File: config.mk
export PLATFORM = sky130hd
export DESIGN_NAME = operand_fetch_seq
export DESIGN_NICKNAME = d
export VERILOG_FILES = /design/src/rtl/cpu_pkg.sv /design/src/rtl/operand_slot.sv /design/src/rtl/operand_fetch_seq.sv
export SDC_FILE = /design/constraint.sdc
export NUM_CORES = 1
export LEC_CHECK = 0
export ABC_AREA = 1
export BUFFER_PORTS_ARGS = -buffer_cell sky130_fd_sc_hd__buf_4
export CORE_MARGIN = 1
export CORE_UTILIZATION = 40
export DETAILED_ROUTE_END_ITERATION = 8
export GPL_ROUTABILITY_DRIVEN = 0
export SYNTH_ARGS = -nofsm -noshare
export SYNTH_HDL_FRONTEND = slang
export SYNTH_SLANG_ARGS = --single-unit
File: constraint.sdc
create_clock -name clk -period 2.55 [get_ports clk]
set_clock_uncertainty 0.1 [all_clocks]
set_input_delay 0.255 -clock clk [delete_from_list [all_inputs] [get_ports clk]]
set_output_delay 0.255 -clock clk [all_outputs]
set_load 0.005 [all_outputs]
File: src/rtl/cpu_pkg.sv
// Shared types and defaults for the operand fetch path.
// Holds the fetch FSM states and default register-file geometry.
package cpu_pkg;

    localparam int DEF_DATA_W   = 64;
    localparam int DEF_ADDR_W   = 5;
    localparam int DEF_ZERO_REG = 31;

    typedef enum logic [1:0] {
        IDLE,
        ISSUE2,
        CAPT2,
        RESP
    } fetch_state_t;

endpackage

File: src/rtl/operand_slot.sv
// One operand of a fetch: address, write-forward capture, held value.
// Merges snooped writes so the operand is never stale.
module operand_slot
    import cpu_pkg::*;
#(
    parameter int DATA_W   = DEF_DATA_W,
    parameter int ADDR_W   = DEF_ADDR_W,
    parameter int ZERO_REG = DEF_ZERO_REG
) (
    input  logic              clk,
    input  logic              reset,
    input  logic              load_i,
    input  logic [ADDR_W-1:0] load_addr_i,
    input  logic              issue_i,
    input  logic              capture_i,
    input  logic              hold_i,
    input  logic              wr_en_i,
    input  logic [ADDR_W-1:0] wr_addr_i,
    input  logic [DATA_W-1:0] wr_data_i,
    input  logic [DATA_W-1:0] mem_rdata_i,
    output logic [ADDR_W-1:0] addr_o,
    output logic [DATA_W-1:0] op_o
);

    localparam logic [ADDR_W-1:0] ZR = ADDR_W'(ZERO_REG);

    logic [ADDR_W-1:0] addr_q, addr_d;
    logic              fwd_q, fwd_d;
    logic [DATA_W-1:0] fwdv_q, fwdv_d;
    logic [DATA_W-1:0] op_q, op_d;

    logic [ADDR_W-1:0] cmp_addr;
    logic              is_zero;
    logic              hit;

    // Address being fetched this cycle: incoming one on load, else latched.
    always_comb begin
        cmp_addr = load_i ? load_addr_i : addr_q;
        is_zero  = (cmp_addr == ZR);
        hit      = wr_en_i && (wr_addr_i == cmp_addr) && !is_zero;
    end

    // Next state: latch addr, note issue-cycle hits, capture with priority, track hold hits.
    always_comb begin
        addr_d = addr_q;
        fwd_d  = fwd_q;
        fwdv_d = fwdv_q;
        op_d   = op_q;
        if (load_i) begin
            addr_d = load_addr_i;
        end
        if (issue_i) begin
            fwd_d = hit;
            if (hit) begin
                fwdv_d = wr_data_i;
            end
        end
        if (capture_i) begin
            if (is_zero) begin
                op_d = '0;
            end else if (hit) begin
                op_d = wr_data_i;
            end else if (fwd_q) begin
                op_d = fwdv_q;
            end else begin
                op_d = mem_rdata_i;
            end
        end else if (hold_i && hit) begin
            op_d = wr_data_i;
        end
    end

    // Slot registers, cleared asynchronously.
    always_ff @(posedge clk or negedge reset) begin
        if (!reset) begin
            addr_q <= '0;
            fwd_q  <= 1'b0;
            fwdv_q <= '0;
            op_q   <= '0;
        end else begin
            addr_q <= addr_d;
            fwd_q  <= fwd_d;
            fwdv_q <= fwdv_d;
            op_q   <= op_d;
        end
    end

    assign addr_o = addr_q;
    assign op_o   = op_q;

endmodule

File: src/rtl/operand_fetch_seq.sv
// Two-operand fetch over one synchronous read port.
// Sequences two reads, forwards in-flight writes, returns both values.
module operand_fetch_seq
    import cpu_pkg::*;
#(
    parameter int DATA_W   = DEF_DATA_W,
    parameter int ADDR_W   = DEF_ADDR_W,
    parameter int ZERO_REG = DEF_ZERO_REG
) (
    input  logic              clk,
    input  logic              reset,
    input  logic              req_valid,
    output logic              req_ready,
    input  logic [ADDR_W-1:0] req_addr1,
    input  logic [ADDR_W-1:0] req_addr2,
    output logic              rsp_valid,
    input  logic              rsp_ready,
    output logic [DATA_W-1:0] rsp_data1,
    output logic [DATA_W-1:0] rsp_data2,
    output logic              mem_rd_en,
    output logic [ADDR_W-1:0] mem_addr,
    input  logic [DATA_W-1:0] mem_rdata,
    input  logic              wr_en,
    input  logic [ADDR_W-1:0] wr_addr,
    input  logic [DATA_W-1:0] wr_data
);

    fetch_state_t state_q;
    logic         rsp_valid_q;

    logic              accept;
    logic              in_issue2;
    logic              in_capt2;
    logic              rsp_hold;
    logic [ADDR_W-1:0] addr2;

    // Handshake and per-state strobes; reset masks the port outputs.
    always_comb begin
        req_ready = reset && (state_q == IDLE);
        accept    = req_valid && req_ready;
        in_issue2 = reset && (state_q == ISSUE2);
        in_capt2  = (state_q == CAPT2);
        rsp_hold  = (state_q == RESP) && !rsp_ready;
    end

    // Read port: operand 1 on accept, operand 2 in ISSUE2.
    always_comb begin
        mem_rd_en = accept || in_issue2;
        mem_addr  = '0;
        if (accept) begin
            mem_addr = req_addr1;
        end else if (in_issue2) begin
            mem_addr = addr2;
        end
    end

    // Fetch sequencer with registered response valid.
    always_ff @(posedge clk or negedge reset) begin
        if (!reset) begin
            state_q     <= IDLE;
            rsp_valid_q <= 1'b0;
        end else begin
            unique case (state_q)
                IDLE: begin
                    if (accept) begin
                        state_q <= ISSUE2;
                    end
                end
                ISSUE2: begin
                    state_q <= CAPT2;
                end
                CAPT2: begin
                    state_q     <= RESP;
                    rsp_valid_q <= 1'b1;
                end
                RESP: begin
                    if (rsp_ready) begin
                        state_q     <= IDLE;
                        rsp_valid_q <= 1'b0;
                    end
                end
            endcase
        end
    end

    assign rsp_valid = rsp_valid_q;

    logic [ADDR_W-1:0] addr1_unused;

    operand_slot #(
        .DATA_W   (DATA_W),
        .ADDR_W   (ADDR_W),
        .ZERO_REG (ZERO_REG)
    ) u_slot1 (
        .clk         (clk),
        .reset       (reset),
        .load_i      (accept),
        .load_addr_i (req_addr1),
        .issue_i     (accept),
        .capture_i   (in_issue2),
        .hold_i      (in_capt2 || rsp_hold),
        .wr_en_i     (wr_en),
        .wr_addr_i   (wr_addr),
        .wr_data_i   (wr_data),
        .mem_rdata_i (mem_rdata),
        .addr_o      (addr1_unused),
        .op_o        (rsp_data1)
    );

    operand_slot #(
        .DATA_W   (DATA_W),
        .ADDR_W   (ADDR_W),
        .ZERO_REG (ZERO_REG)
    ) u_slot2 (
        .clk         (clk),
        .reset       (reset),
        .load_i      (accept),
        .load_addr_i (req_addr2),
        .issue_i     (in_issue2),
        .capture_i   (in_capt2),
        .hold_i      (rsp_hold),
        .wr_en_i     (wr_en),
        .wr_addr_i   (wr_addr),
        .wr_data_i   (wr_data),
        .mem_rdata_i (mem_rdata),
        .addr_o      (addr2),
        .op_o        (rsp_data2)
    );

endmodule

== Yosys cells after proc, flatten, opt, wreduce, memory -nomap -nowiden ==
Index checks and enable logic that the tools add are counted.

* Magnitude comparators: 0
* Shift operators: 0
* Multiplexer cells: 19
* Multiply operators: 0
* Divide/modulo/power cells: 0
* Eq/ne operators: 9
* Reductions and logical operators: 23
* Add/sub/neg operators: 0
* Bitwise operators: 0

{| class="wikitable"
|+ Operators with widths
! cell !! count
|-
| 64-bit two-way mux || 10
|-
| 5-bit two-way mux || 4
|-
| 5-bit equality test || 2
|-
| 5-bit equality test, second input constant || 2
|-
| 1-bit logical AND || 10
|-
| 2-bit case mux with 4 select lines || 1
|-
| 2-bit AND reduction || 4
|-
| 2-bit nonzero test || 3
|-
| 2-bit equality test, second input constant || 2
|-
| 2-bit two-way mux || 2
|-
| 2-bit inequality test, second input constant || 2
|-
| 1-bit logical NOT || 3
|-
| 2-bit by 1-bit equality test with 1-bit output, second input constant || 1
|-
| 2-bit logical NOT || 1
|-
| 1-bit logical OR || 2
|-
| 1-bit case mux with 2 select lines || 1
|-
| 1-bit two-way mux || 1
|}

* Register bits: 271
* Bits in read-only memories: 0
* Bits in latches: 0
* Bits of input ports: 148
* RAM bits: 0
* Memories: 0

== Logic depth before layout (Yosys ltp) ==
Gate-level depths: netlist (run 1).

* Depth in word-level cells: 10
* Mapped depth: 18

== Cells and area by module ==
A second synthesis (run 1) with hierarchy kept.

* Cell total of the unflattened synthesis: 2,194
* Area total of the unflattened synthesis: 15,912.8 um^2

{| class="wikitable"
|+ By module, submodules not included
! module !! sequential area each (um^2) !! times used !! cells each !! area each (um^2)
|-
| operand_slot || 3,353.2 || 2 || 1,073 || 7,792.5
|-
| operand_fetch_seq || 75.1 || 1 || 48 || 327.8
|}

== Least setup slack after synthesis (run 1) ==
Ideal clock, no wire load.

* Kind: register -> register
* Start point: reg state_q[0]
* End point: reg u_slot1.op_q[19] (netlist: u_slot1.op_o[19])
* Path slack: 234 ps
* Clock period less this slack: 2,316 ps
* Arrival time: 2,093 ps
* Path buffers: 2
* Cell stages (with the launch flop): 16
* Cell sequence: dfrtp_1 inv_1 ha_1 nand2_1 inv_2 nand3_1 nand2_1 nand3_1 nor2_2 nor2_4 nand3_1 nand2_1 buf_4 buf_4 nor2_1 a21oi_2

* Longest elaborated chain between the ends: 10

{| class="wikitable"
|+ Ends and longest elaborated chain
! what !! line !! RTL
|-
| start, declared || operand_fetch_seq.sv:28 || <nowiki>fetch_state_t state_q;</nowiki>
|-
| start signal, assigned || operand_fetch_seq.sv:60 || <nowiki>state_q <= IDLE;</nowiki>
|-
| start signal, assigned || operand_fetch_seq.sv:66 || <nowiki>state_q <= ISSUE2;</nowiki>
|-
| start signal, assigned || operand_fetch_seq.sv:70 || <nowiki>state_q <= CAPT2;</nowiki>
|-
| 2-bit logical NOT (*) || operand_fetch_seq.sv:39 || <nowiki>req_ready = reset && (state_q == IDLE);</nowiki>
|-
| 1-bit logical AND (*) || operand_fetch_seq.sv:39 ||
|-
| net req_ready || operand_fetch_seq.sv:13 || <nowiki>output logic req_ready,</nowiki>
|-
| 1-bit logical AND (*) || operand_fetch_seq.sv:40 || <nowiki>accept = req_valid && req_ready;</nowiki>
|-
| 5-bit two-way mux (*) || - ||
|-
| 5-bit equality test, on equally long branches || operand_slot.sv:40, operand_slot.sv:39 ||
|-
| 1-bit logical AND / 1-bit logical NOT (equally long branches) || operand_slot.sv:40 || <nowiki>hit = wr_en_i && (wr_addr_i == cmp_addr) && !is_zero;</nowiki>
|-
| 1-bit logical AND || operand_slot.sv:40 ||
|-
| 64-bit two-way mux || operand_slot.sv:61 || <nowiki>end else if (hit) begin</nowiki>
|-
| 64-bit two-way mux || operand_slot.sv:59 || <nowiki>if (is_zero) begin</nowiki>
|-
| 64-bit two-way mux || operand_slot.sv:58 || <nowiki>if (capture_i) begin</nowiki>
|-
| end signal, assigned || operand_slot.sv:84 || <nowiki>op_q <= op_d;</nowiki>
|-
| end, declared || operand_slot.sv:30 || <nowiki>logic [DATA_W-1:0] op_q, op_d;</nowiki>
|}

The timed path passes the listed nets; every way through them passes the cells marked *.
A chain may end at the register's enable or synchronous reset.

== Worst setup path in the final report (run 1) ==
* Start point: reg state_q[1]
* End point: reg u_slot2.op_q[57] (netlist: u_slot2.op_o[57])

* Longest elaborated chain between the ends: 10

{| class="wikitable"
|+ Ends and longest elaborated chain
! what !! line !! RTL
|-
| 2-bit logical NOT || operand_fetch_seq.sv:39 ||
|-
| 1-bit logical AND || operand_fetch_seq.sv:39 ||
|-
| 1-bit logical AND || operand_fetch_seq.sv:40 ||
|-
| 5-bit two-way mux || operand_slot.sv:38 || <nowiki>cmp_addr = load_i ? load_addr_i : addr_q;</nowiki>
|-
| 5-bit equality test, on equally long branches || operand_slot.sv:40, operand_slot.sv:39 ||
|-
| 1-bit logical AND / 1-bit logical NOT (equally long branches) || operand_slot.sv:40 ||
|-
| 1-bit logical AND || operand_slot.sv:40 ||
|-
| 64-bit two-way mux || operand_slot.sv:61 ||
|-
| 64-bit two-way mux || operand_slot.sv:59 ||
|-
| 64-bit two-way mux || operand_slot.sv:58 ||
|-
| end signal, assigned || operand_slot.sv:84 ||
|-
| end, declared || operand_slot.sv:30 ||
|}

Several ways; a longest one is shown, not always the timed one.

==> metrics.md, run 1 <==
| Metric | Value |
|---|---|
| Worst setup SP type | flop |
| Core Region | 36700 sq um |
| Most frequent cell after synthesis | nand2_1 |
| Area Overhead vs Synth | 41.3% |
| Drt wl/cell | 18.7 um |
| Synth Flop Type | dfrtp_1 |
| Fin cells | 2916 |
| Via count | 15100 |
| Worst-case reg-to-reg path depth | 16 |
| Critical path fanouts, max | 21 |
| Post-synth top cells | nand2_1, dfrtp_1, nor2_1 |
| Core Rows | 70 |
| Drt drc | 0 |
| IR Drop Worst-Case VDD | 638 uV |
| First-pass GRT wire length | 80700 um |
| R2R setup slack | 20 ps |
| CP Launch Point | state_q[1] |
| Cells after DPL | 2690 |
| Switch share | 0.386 |
| RSZ-0062 raised after global routing | true |
| Vias per cell | 5.18 |
| Sequential Power Share | 0.334 |
| Crit path capture | u_slot2.op_o[57] |
| Total Power | 0.0202 W |
| DRT antenna net count | 0 |
| Die outline width | 195 um |
| Starting Density | 0.407 |
| Antenna violations before repair | 4 |
| Syn Std Cell Area | 14900 sq um |
| Fill count | 3299 |
| Gr usage total | 0.268 |
| Syn nets | 2158 |
| CTS tree | done |
| Total congestion overflow | 0 |
| Synth warnings | 0 |
| WS Path Type | flop to flop |
| Largest net degree at the start of global routing | 174 |
| Worst Hold Path Cells | 7 |
| Via count of the first global-routing pass | 14300 |
| Pre-CTS setup slack | -83.3 ps |
| Worst R2R End | u_slot2.op_o[57] |
| Avg Cell Area, Syn | 7.44 sq um |
| TritonCTS Buffers | 31 |
| Synth async-reset ratio | 1.00 |
| Ports | 284 |
| Iter 0 DRT Violations | 1265 |
| Routed wire length | 54600 um |
| Ranking of synthesized cells by area | dfrtp_1, nand2_1, mux2i_1 |
| Register area share after synthesis | 0.454 |
| Root Buffer | clkbuf_16 |
| Endpoints failing setup | 0 |
| FF-to-FF Start | state_q[1] |
| Hpwl dp | 32600 um |
| Critical Path RT | 2900 ps |
| Die Ht | 195 um |
| Max Cap Viol | 0 |
| Slew headroom | 0.258 |
| Top cell type's share of synthesized area | 0.454 |
| TritonRoute pass-1 iters | 6 |
| Clock sinks | 271 |
| Share of cells above drive strength 1 | 0.209 |
| Crit path arrival time | 2890 ps |
| Syn Inst Count | 2005 |
| Final Hold Viols | 0 |
| Max Slew Vio Count | 0 |
| Logic pwr share | 0.441 |
| Post-synth cell types | 26 |
| Leading area contributor after synthesis | dfrtp_1 |
| I/O Buffers | 283 |
| Status | finished, final reports clean |
| Nets | 2572 |
| CP endpoint kind | flop |
| Final Worst Setup Slack | 17.7 ps |
| EDFF count, synth | 0 |
| Maximum clock frequency | 0.395 GHz |
| P_sw | 0.00781 W |
| Clk pin slew, worst setup/hold paths | 60 ps |
| Die area | 38100 sq um |
| Skew-Pair Late Insertion Delay | 590 ps |
| LEAKAGE | 10.9 nW |
| Clk pwr share | 0.224 |
| Fin crit period | 2530 ps |
| Pint | 0.0124 W |
| Maximum root-to-sink buffer count | 3 |
| Pwr Density | 960 nW/um^2 |
| Synth Register Bits | 271 |
| H-Tree Level Count | 1 |
| Worst min path class | input port to flop |
| Final worst-path cycle share | 0.993 |
| Worst Tran Pin Value | 1110 ps |
## layout by cell type, fill, tap and decap left out, drive strengths merged, types with 61 or more instances in the layout
master         n
clkbuf        61
a21oi         98
buf          372
nand2        794
mux2i        128
o21ai        133
dfrtp        271
nor2         171
nand3        119
dlygate4sd3  127
inv          126
## power groups by stage
stage          combinational (W)  clock [W]  sequential [W]
2_1_floorplan            0.00421          0         0.00655
3_3_place_gp             0.00767          0         0.00679
3_5_place_dp             0.00783          0         0.00678
4_1_cts                  0.00821    0.00460         0.00673
5_1_grt                  0.00979    0.00479         0.00690
6_report                 0.00893    0.00454         0.00676
## worst min-delay path by stage
stage	startpoint	to	slack [ps]
floorplan	reset	rsp_valid	-140
global placement	reset	u_slot2.addr_o[4]	-20
detailed placement	reset	u_slot2.addr_o[4]	-20
CTS	mem_rdata[44]	u_slot2.op_o[44]	0.1
global route	mem_rdata[33]	u_slot2.op_o[33]	30
finish	mem_rdata[4]	u_slot2.op_o[4]	4
## repair_timing
action,CTS,global route
hold buffers,127,0
resized for setup,8,69
setup endpoints to repair,115,233
gates cloned,1,14
pin swaps,4,14
setup buffers,5,18
hold endpoints to repair,538,0
## sequential cells by signal, summed over array words and instances, names as in the netlist
| name | count |
|---|---|
| u_slot2.fwdv_q | 64 |
| state_q | 2 |
| u_slot2.addr_o | 5 |
| u_slot1.addr_o | 5 |
| u_slot2.fwd_q | 1 |
| u_slot2.op_o | 64 |
| u_slot1.fwdv_q | 64 |
| rsp_valid | 1 |
| u_slot1.fwd_q | 1 |
| u_slot1.op_o | 64 |
## layer usage
metal	part of all wire	track usage	vias up
met5	0	0	-
met4	0.022	0.0717	0
met3	0.071	0.0330	88
met2	0.47	0.442	610
met1	0.44	0.373	7211
li1	-	-	7200
## through the flow
step | instance area (sq um) | utilization | TNS [ps] | hold slack [ps]
6_report | 21100 | 0.575 | 0 | 3.70
5_1_grt | 21100 | 0.575 | -6100 | 34.8
4_1_cts | 20300 | 0.554 | 0 | 0.147
3_5_place_dp | 17900 | 0.488 | -3470 | -20.4
3_3_place_gp | 17900 | 0.488 | -131 | -21.2
2_1_floorplan | 14900 | - | 0 | -141
## cell type report
class | count | area [sq um] | share of cell area
clock inverter | 7 | 63.8 | 0.00303
multi-input combinational | 1481 | 7350 | 0.349
inverter | 125 | 479 | 0.0227
tap | 468 | 586 | 0.0278
antenna | 4 | 10.0 | 0.000475
sequential | 271 | 6790 | 0.322
clock buffer | 51 | 961 | 0.0456
timing repair buffer | 509 | 4850 | 0.230
## kinds of logic (layout without fill, tap and decap cells)
kind of cell	Yosys count	in the layout	synth area share
simple gates	1086	1088	0.287
compound gates	260	260	0.0946
other cells	0	4	0
mux	128	128	0.0858
flops	271	271	0.454
buf+inv	255	692	0.0744
fa+ha+maj	5	5	0.00419
## critical path: stages, from the launching register on
cell and delay [ps]:
dfrtp_1 390, inv_2 90, ha_4 210, nand3_4 150, inv_4 110, nand2_2 60
nand2_2 90, nand3_2 100, nor2_4 130, nor2_2 60, nand2_4 190, nand2_4 100
nand2_8 170, buf_16 210, nor2_1 70, nand2_1 90, nand2_1 60
Power figures use the tool's default switching activity.
==> run 2, diff against run 1 <==
Settings changed: SYNTH_HIERARCHICAL set to 1.
==> run 2 against run 1 <==
Critical path depth increased by 3. Worst setup slack better by 9.0 ps. Hold slack improved by 28 ps. Cell count up 6.0%. Utilization is 2.1 points lower. Largest cell class unchanged. Flip-flop and latch count unchanged. First-iteration DRC count fell by 11%. Die area grew 6.5%. Critical endpoint is now u_slot1/op_o[35]. Register-to-register slack about the same. Final area rose by 2.1%. Combinational power up 8.3%. Non-clock buffer count shrank 50.
==> metrics.md, run 2 <==
| Metric | Value |
|---|---|
| Finished layout cell area | 21500 sq um (+2.1%) |
| Synthesized-area fraction occupied by adder cells | 0.00393 (-0.000260) |
| TritonRoute pass-1 iters | 5 (-1) |
| Gr usage total | 0.272 (+0.00306) |
| Starting Density | 0.409 (+0.00217) |
| Critical Path RT | 2880 ps (-20 ps) |
| Fill count | 3661 (+11%) |
| Leading area contributor after synthesis | dfrtp_1 |
| Area Overhead vs Synth | 35.4% |
| Post-synthesis mux area share | 0.0390 (-0.0468) |
| Ranking of synthesized cells by area | dfrtp_1, nand2_1, inv_1 |
| First-pass GRT wire length | 86800 um (+7.5%) |
| DRT antenna net count | 0 (unchanged) |
| Crit path capture | u_slot1/op_o[35] |
| Largest net degree at the start of global routing | 139 (-20%) |
| Crit path arrival time | 2850 ps (-40 ps) |
| Share of cells above drive strength 1 | 0.204 (-0.00568) |
| Compound-Gate Fraction of Synth Area | 0.110 (+0.0158) |
| Post-synth cell types | 28 (+7.7%) |
| Max Cap Viol | 0 (unchanged) |
| Final worst-path cycle share | 0.990 (-0.00354) |
| Routed wire length | 57700 um (+5.6%) |
| CP endpoint kind | flop |
| Via count | 15900 (+5.4%) |
| IR Drop Worst-Case VDD | 578 uV (-9.5%) |
| RSZ-0062 raised after global routing | true |
| Critical path fanouts, max | 8 (-62%) |
| Hpwl dp | 34100 um (+4.4%) |
| Clk pin slew, worst setup/hold paths | 50 ps (about the same) |
| Drt drc | 0 (unchanged) |
| Synth async-reset ratio | 1.00 (unchanged) |
| Die outline width | 201 um (+3.2%) |
| Hold_ws | 31.7 ps (+28.0 ps) |
| TritonCTS Buffers | 34 (+9.7%) |
| Worst-case reg-to-reg path depth | 19 (+3) |
| Worst Tran Pin Value | 828 ps (-285 ps) |
| Syn nets | 2347 (+8.8%) |
| Critical path cell sequence | inv_2 -> ha_4 -> nand3_4 -> inv_6 -> buf_12 -> inv_8 -> nand2_4 -> nand2_2 -> nand2_2 -> nand3_2 -> nor2_4 -> buf_6 -> nand3_4 -> nand2_8 -> clkinvlp_4 -> buf_12 -> clkbuf_16 -> nand2_1 -> nand2_1 |
| Synth Flop Type | dfrtp_1 |
| Die Ht | 201 um (+3.2%) |
| Syn Std Cell Area | 15900 sq um (+6.6%) |
| Core Region | 38900 sq um (+6.0%) |
| Largest family of logic cells by synthesized area | simple AND/OR/NAND/NOR gates |
| Antenna violations before repair | 1 (-3) |
| R2R setup slack | 30 ps (about the same) |
| Most frequent cell after synthesis | nand2_1 |
| Ports | 284 (unchanged) |
| Commonest non-fill, non-tap cell in the layout | nand2_1 |
| Root Buffer | clkbuf_16 |
| Endpoints failing setup | 0 (unchanged) |
| Final Hold Viols | 0 (unchanged) |
| Status | finished, final reports clean |
| CTS tree | done |
| Placed Area | 18800 sq um (+4.9%) |
| Vias per cell | 5.16 (-0.50%) |
| CP Launch Point | state_q[1] |
| Most frequent cells in the layout | nand2_1, buf_4, dfrtp_1 |
| FF-to-FF Start | state_q[1] |
| Syn Inst Count | 2194 (+9.4%) |
| Synth Register Bits | 271 (unchanged) |
| H-Tree Level Count | 2 (+1) |
| Total congestion overflow | 0 (unchanged) |
| LEAKAGE | 11.0 nW (+1.1%) |
| Total Power | 0.0216 W (+6.7%) |
| Nets | 2700 (+5.0%) |
| CP max stage cell | dfrtp_1 |
| Via count of the first global-routing pass | 15700 (+9.7%) |
| Max Slew Vio Count | 0 (unchanged) |
| Simple-gate portion of the synthesized area | 0.311 (+0.0243) |
| Register area share after synthesis | 0.426 (-0.0282) |
| Synth warnings | 6 (+6) |
| I/O Buffers | 283 (unchanged) |
| Fin cells | 3090 (+6.0%) |
| Maximum clock frequency | 0.396 GHz (+0.36%) |
| WS Path Type | flop to flop |
| Post-synth top cells | nand2_1, dfrtp_1, inv_1 |
| Skew-Pair Late Insertion Delay | 540 ps (-50 ps) |
| Core Rows | 72 (+2.9%) |
| Die area | 40600 sq um (+6.5%) |
| Worst setup SP type | flop |
| Synth Area in XOR/XNOR | 0 (unchanged) |
| Post-Route Utilization | 0.553 (-0.0212) |
| Cells after DPL | 2924 (+8.7%) |
| Pwr Density | 1000 nW/um^2 (+4.5%) |
| Drt wl/cell | 18.7 um (-0.32%) |
| Worst min path class | input port to flop |
| Top cell type's share of synthesized area | 0.426 (-0.0282) |
| Worst R2R End | u_slot1/op_o[35] |
| Avg Cell Area, Syn | 7.25 sq um (-2.6%) |
| Maximum root-to-sink buffer count | 3 (unchanged) |
| Max stage delay on crit path | 380 ps (about the same) |
| Clock sinks | 271 (unchanged) |
| Fin crit period | 2520 ps (-9.02 ps) |
| Iter 0 DRT Violations | 1122 (-11%) |
| Slew headroom | 0.448 (+0.190) |
| EDFF count, synth | 0 (unchanged) |
[run 2: cell types whose count changed in the layout (fill, tap and decap cells not counted), moves of 38 or more]
cell           change
o21ai_0           +38
dlygate4sd3_1     -51
inv_1            +103
nand3b_1          +68
nor2_1            -91
mux2i_1           -66
nand2_1           +55
[run 2: cell type report]
| cell class | instances | area [sq um] | area share |
|---|---|---|---|
| antenna | 1 | 2.50 | 0.000116 |
| sequential | 271 | 6790 | 0.315 |
| clock inverter | 4 | 52.6 | 0.00244 |
| timing repair buffer | 459 | 4410 | 0.205 |
| multi-input combinational | 1549 | 7690 | 0.357 |
| inverter | 232 | 897 | 0.0416 |
| clock buffer | 56 | 1050 | 0.0490 |
| tap | 518 | 648 | 0.0301 |
[run 2: routing by layer]
metal  wire [um]  GRT usage
met1       24400      0.351
met2       27300      0.445
met3        4130     0.0554
met4        1910      0.107
met5           0          0
[run 2: logic make-up after synthesis]
logic type               after synthesis
buffers and inverters                374
adder cells (fa/ha/maj)                5
multiplexers                          62
AND/OR/NAND/NOR                     1162
AO/OA/AOI/OAI                        320
flip-flops                           271
[run 2: worst min path at each step]
stage               slack [ps]             start           endpoint  cells past startpoint
floorplan                 -140             reset          rsp_valid                      0
global placement           360  u_slot2/op_o[29]   u_slot2/op_o[29]                      2
detailed placement         370   u_slot2/op_o[7]    u_slot2/op_o[7]                      2
CTS                          1     mem_rdata[63]   u_slot1/op_o[63]                      7
global route                40             reset  u_slot2/addr_o[4]                      5
finish                      30     mem_rdata[63]   u_slot1/op_o[63]                      7
[run 2: per-stage QoR]
step           setup slack [ps]  setup TNS (ps)
2_1_floorplan               140               0
3_3_place_gp              -76.0           -3140
3_5_place_dp               -107           -9730
4_1_cts                   -11.3           -11.3
5_1_grt                   -89.0           -5190
6_report                   26.7               0
[run 2: timing repair]
item,4_1_cts,5_1_grt
gates cloned,2,13
hold buffers,76,0
hold endpoints to repair,403,0
buffers inserted,5,10
resized for setup,18,88
pin swaps,5,14
setup endpoints to repair,217,261
[run 2: report_power, final]
group / internal, W / switching (W) / leakage, nW
combinational: 0.00434 / 0.00533 / 7.27
sequential: 0.00601 / 0.00108 / 3.21
clock: 0.00292 / 0.00191 / 0.543
[run 2: worst max-delay path, delay by kind of cell, from the launching register on]
| family | cells | cell delay (ps) |
|---|---|---|
| buffers and inverters | 8 | 910 |
| AND/OR/NAND/NOR | 10 | 850 |
| adder cells (fa/ha/maj) | 1 | 150 |
| flip-flops | 1 | 380 |
==> run 3, diff against run 2 <==
Settings changed: CORE_UTILIZATION 40 to 46, PLACE_DENSITY set to 0.68.
==> run 3 against run 2 <==
First-iteration DRC count increased by 31%. Critical path depth shrank 1. Via count grew 1.8%. Wire length decreased by 5.1%. Utilization increased by 7.4 points. Maximum frequency rose by 0.79%.
==> metrics.md, run 3 (same netlist as run 2, synthesis figures left out) <==
| Metric | Value |
|---|---|
| Share of cells above drive strength 1 | 0.195 (-0.00833) |
| Worst Hold Path Cells | 7 (unchanged) |
| Ports | 284 (unchanged) |
| Core Region | 33800 sq um (-13%) |
| Largest net degree at the start of global routing | 147 (+5.8%) |
| Die Ht | 188 um (-6.7%) |
| Skew-Pair Late Insertion Delay | 560 ps (+20 ps) |
| Final Hold Viols | 0 (unchanged) |
| Starting Density | 0.471 (+0.0621) |
| Pwr Density | 984 nW/um^2 (-1.9%) |
| Worst-case reg-to-reg path depth | 18 (-1) |
| Vias per cell | 5.37 (+4.2%) |
| Worst setup SP type | flop |
| Hpwl dp | 33600 um (-1.3%) |
| DRT antenna net count | 0 (unchanged) |
| Maximum root-to-sink buffer count | 3 (unchanged) |
| Fin crit period | 2500 ps (-19.9 ps) |
| Iter 0 DRT Violations | 1466 (+31%) |
| Area Overhead vs Synth | 33.3% |
| Max Slew Vio Count | 0 (unchanged) |
| First-pass GRT wire length | 83100 um (-4.3%) |
| H-Tree Level Count | 1 (-1) |
| Commonest non-fill, non-tap cell in the layout | nand2_1 |
| Most frequent cells in the layout | nand2_1, buf_4, dfrtp_1 |
| LEAKAGE | 10.9 nW (-0.76%) |
| Worst min path class | input port to flop |
| WS Path Type | flop to flop |
| Fill count | 2921 (-20%) |
| IR Drop Worst-Case VDD | 593 uV (+2.7%) |
| Slew headroom | 0.443 (-0.00495) |
| Final Worst Setup Slack | 46.6 ps (+19.9 ps) |
| Clock sinks | 271 (unchanged) |
| Root Buffer | clkbuf_16 |
| Final worst-path cycle share | 0.982 (-0.00780) |
| Via count of the first global-routing pass | 15600 (-0.65%) |
| Die area | 35300 sq um (-13%) |
| Drt drc | 0 (unchanged) |
| Status | finished, final reports clean |
| Critical Path RT | 2930 ps (+50 ps) |
| CP endpoint kind | flop |
| Via count | 16200 (+1.8%) |
| Worst Tran Pin Value | 836 ps (+7.43 ps) |
| Maximum clock frequency | 0.399 GHz (+0.79%) |
| Clk pin slew, worst setup/hold paths | 60 ps (about the same) |
| Routed wire length | 54700 um (-5.1%) |
| TritonCTS Buffers | 31 (-8.8%) |
| I/O Buffers | 283 (unchanged) |
| Antenna violations before repair | 3 (+2) |
| Gr usage total | 0.294 (+0.0229) |
| RSZ-0062 raised after global routing | true |
| Drt wl/cell | 18.1 um (-2.9%) |
| Max Cap Viol | 0 (unchanged) |
| TritonRoute pass-1 iters | 6 (+1) |
| Core Rows | 67 (-6.9%) |
| TNS Setup | 0 ps (unchanged) |
| Critical path fanouts, max | 12 (+4) |
| CTS tree | done |
| Die outline width | 188 um (-6.7%) |
| Endpoints failing setup | 0 (unchanged) |
| Total congestion overflow | 0 (unchanged) |
| Crit path arrival time | 2890 ps (+40 ps) |
| Pre-CTS setup slack | -97.2 ps (+9.67 ps) |
| Nets | 2699 (-0.037%) |
-- run 3: changes by cell type in the layout (fill, tap and decap cells not counted), moves of 5 or more --
cell	delta
clkbuf_16	-5
clkinv_2	+6
nand2_1	+17
nand2_2	-9
nand2_4	-6
nand3_1	+5
-- run 3: layout make-up --
class                      count  area (sq um)  area share
multi-input combinational   1549          7550       0.356
sequential                   271          6790       0.320
timing repair buffer         461          4400       0.208
clock buffer                  46           902      0.0425
inverter                     232           896      0.0422
tap                          448           561      0.0264
clock inverter                 9          95.1     0.00448
antenna                        3          7.51    0.000354
-- run 3: path summary, 6_finish.rpt --
check,startpoint,endpoint,slack [ps]
setup / recovery,state_q[1],u_slot1/op_o[8],50
hold / removal,mem_rdata[3],u_slot1/op_o[3],20
setup reg to reg,state_q[1],u_slot1/op_o[8],50
hold reg to reg,u_slot1/op_o[50],u_slot1/op_o[50],380
max in group asynchronous,reset,u_slot2/fwdv_q[17],710
min in group asynchronous,reset,u_slot1/addr_o[4],370
-- run 3: report_power, final --
part / internal [W] / switching [W] / leakage (nW) / total, W
clock network: 0.00262 / 0.00183 / 0.497 / 0.00445
registers: 0.00601 / 0.00107 / 3.21 / 0.00708
logic: 0.00417 / 0.00516 / 7.24 / 0.00933
-- run 3: per-stage QoR --
step | hold slack, ps | power (W) | instances | cell area, sq um | util
4_1_cts | 1.18 | 0.0205 | 2992 | 20600 | 0.610
3_3_place_gp | 364 | 0.0155 | 2859 | 18700 | 0.555
6_report | 16.6 | 0.0209 | 3019 | 21200 | 0.628
2_1_floorplan | -141 | 0.0117 | 2194 | 15900 | -
5_1_grt | 53.9 | 0.0221 | 3018 | 21200 | 0.628
3_5_place_dp | 369 | 0.0157 | 2859 | 18700 | 0.555
-- run 3: routing by layer --
layer,global-route usage,part of all wire,vias up
li1,-,-,7589
met1,0.381,0.41,7656
met2,0.497,0.47,838
met3,0.0419,0.083,139
met4,0.114,0.039,0
met5,0,0,-
-- run 3: timing repair --
action                                  CTS  global route
cloned                                    2            12
pin swaps                                 3            19
hold endpoints to repair                394             0
endpoints found under the setup margin  238           244
gates resized for setup                  13            71
hold buffers                             76             0
setup buffers                             0            15
-- run 3: critical path, cell delays in order (launching register included) --
cell and delay (ps):
dfrtp_1 390, inv_2 90, ha_4 150, nand3_4 80, inv_6 110, buf_12 110, inv_6 40, nand2_2 60
nand3_1 90, nand2_1 90, nand2_1 80, nor2_4 140, buf_6 120, nand2_4 70, buf_4 190, buf_12 150
nand2_1 60, nand3_1 120, a21oi_1 160
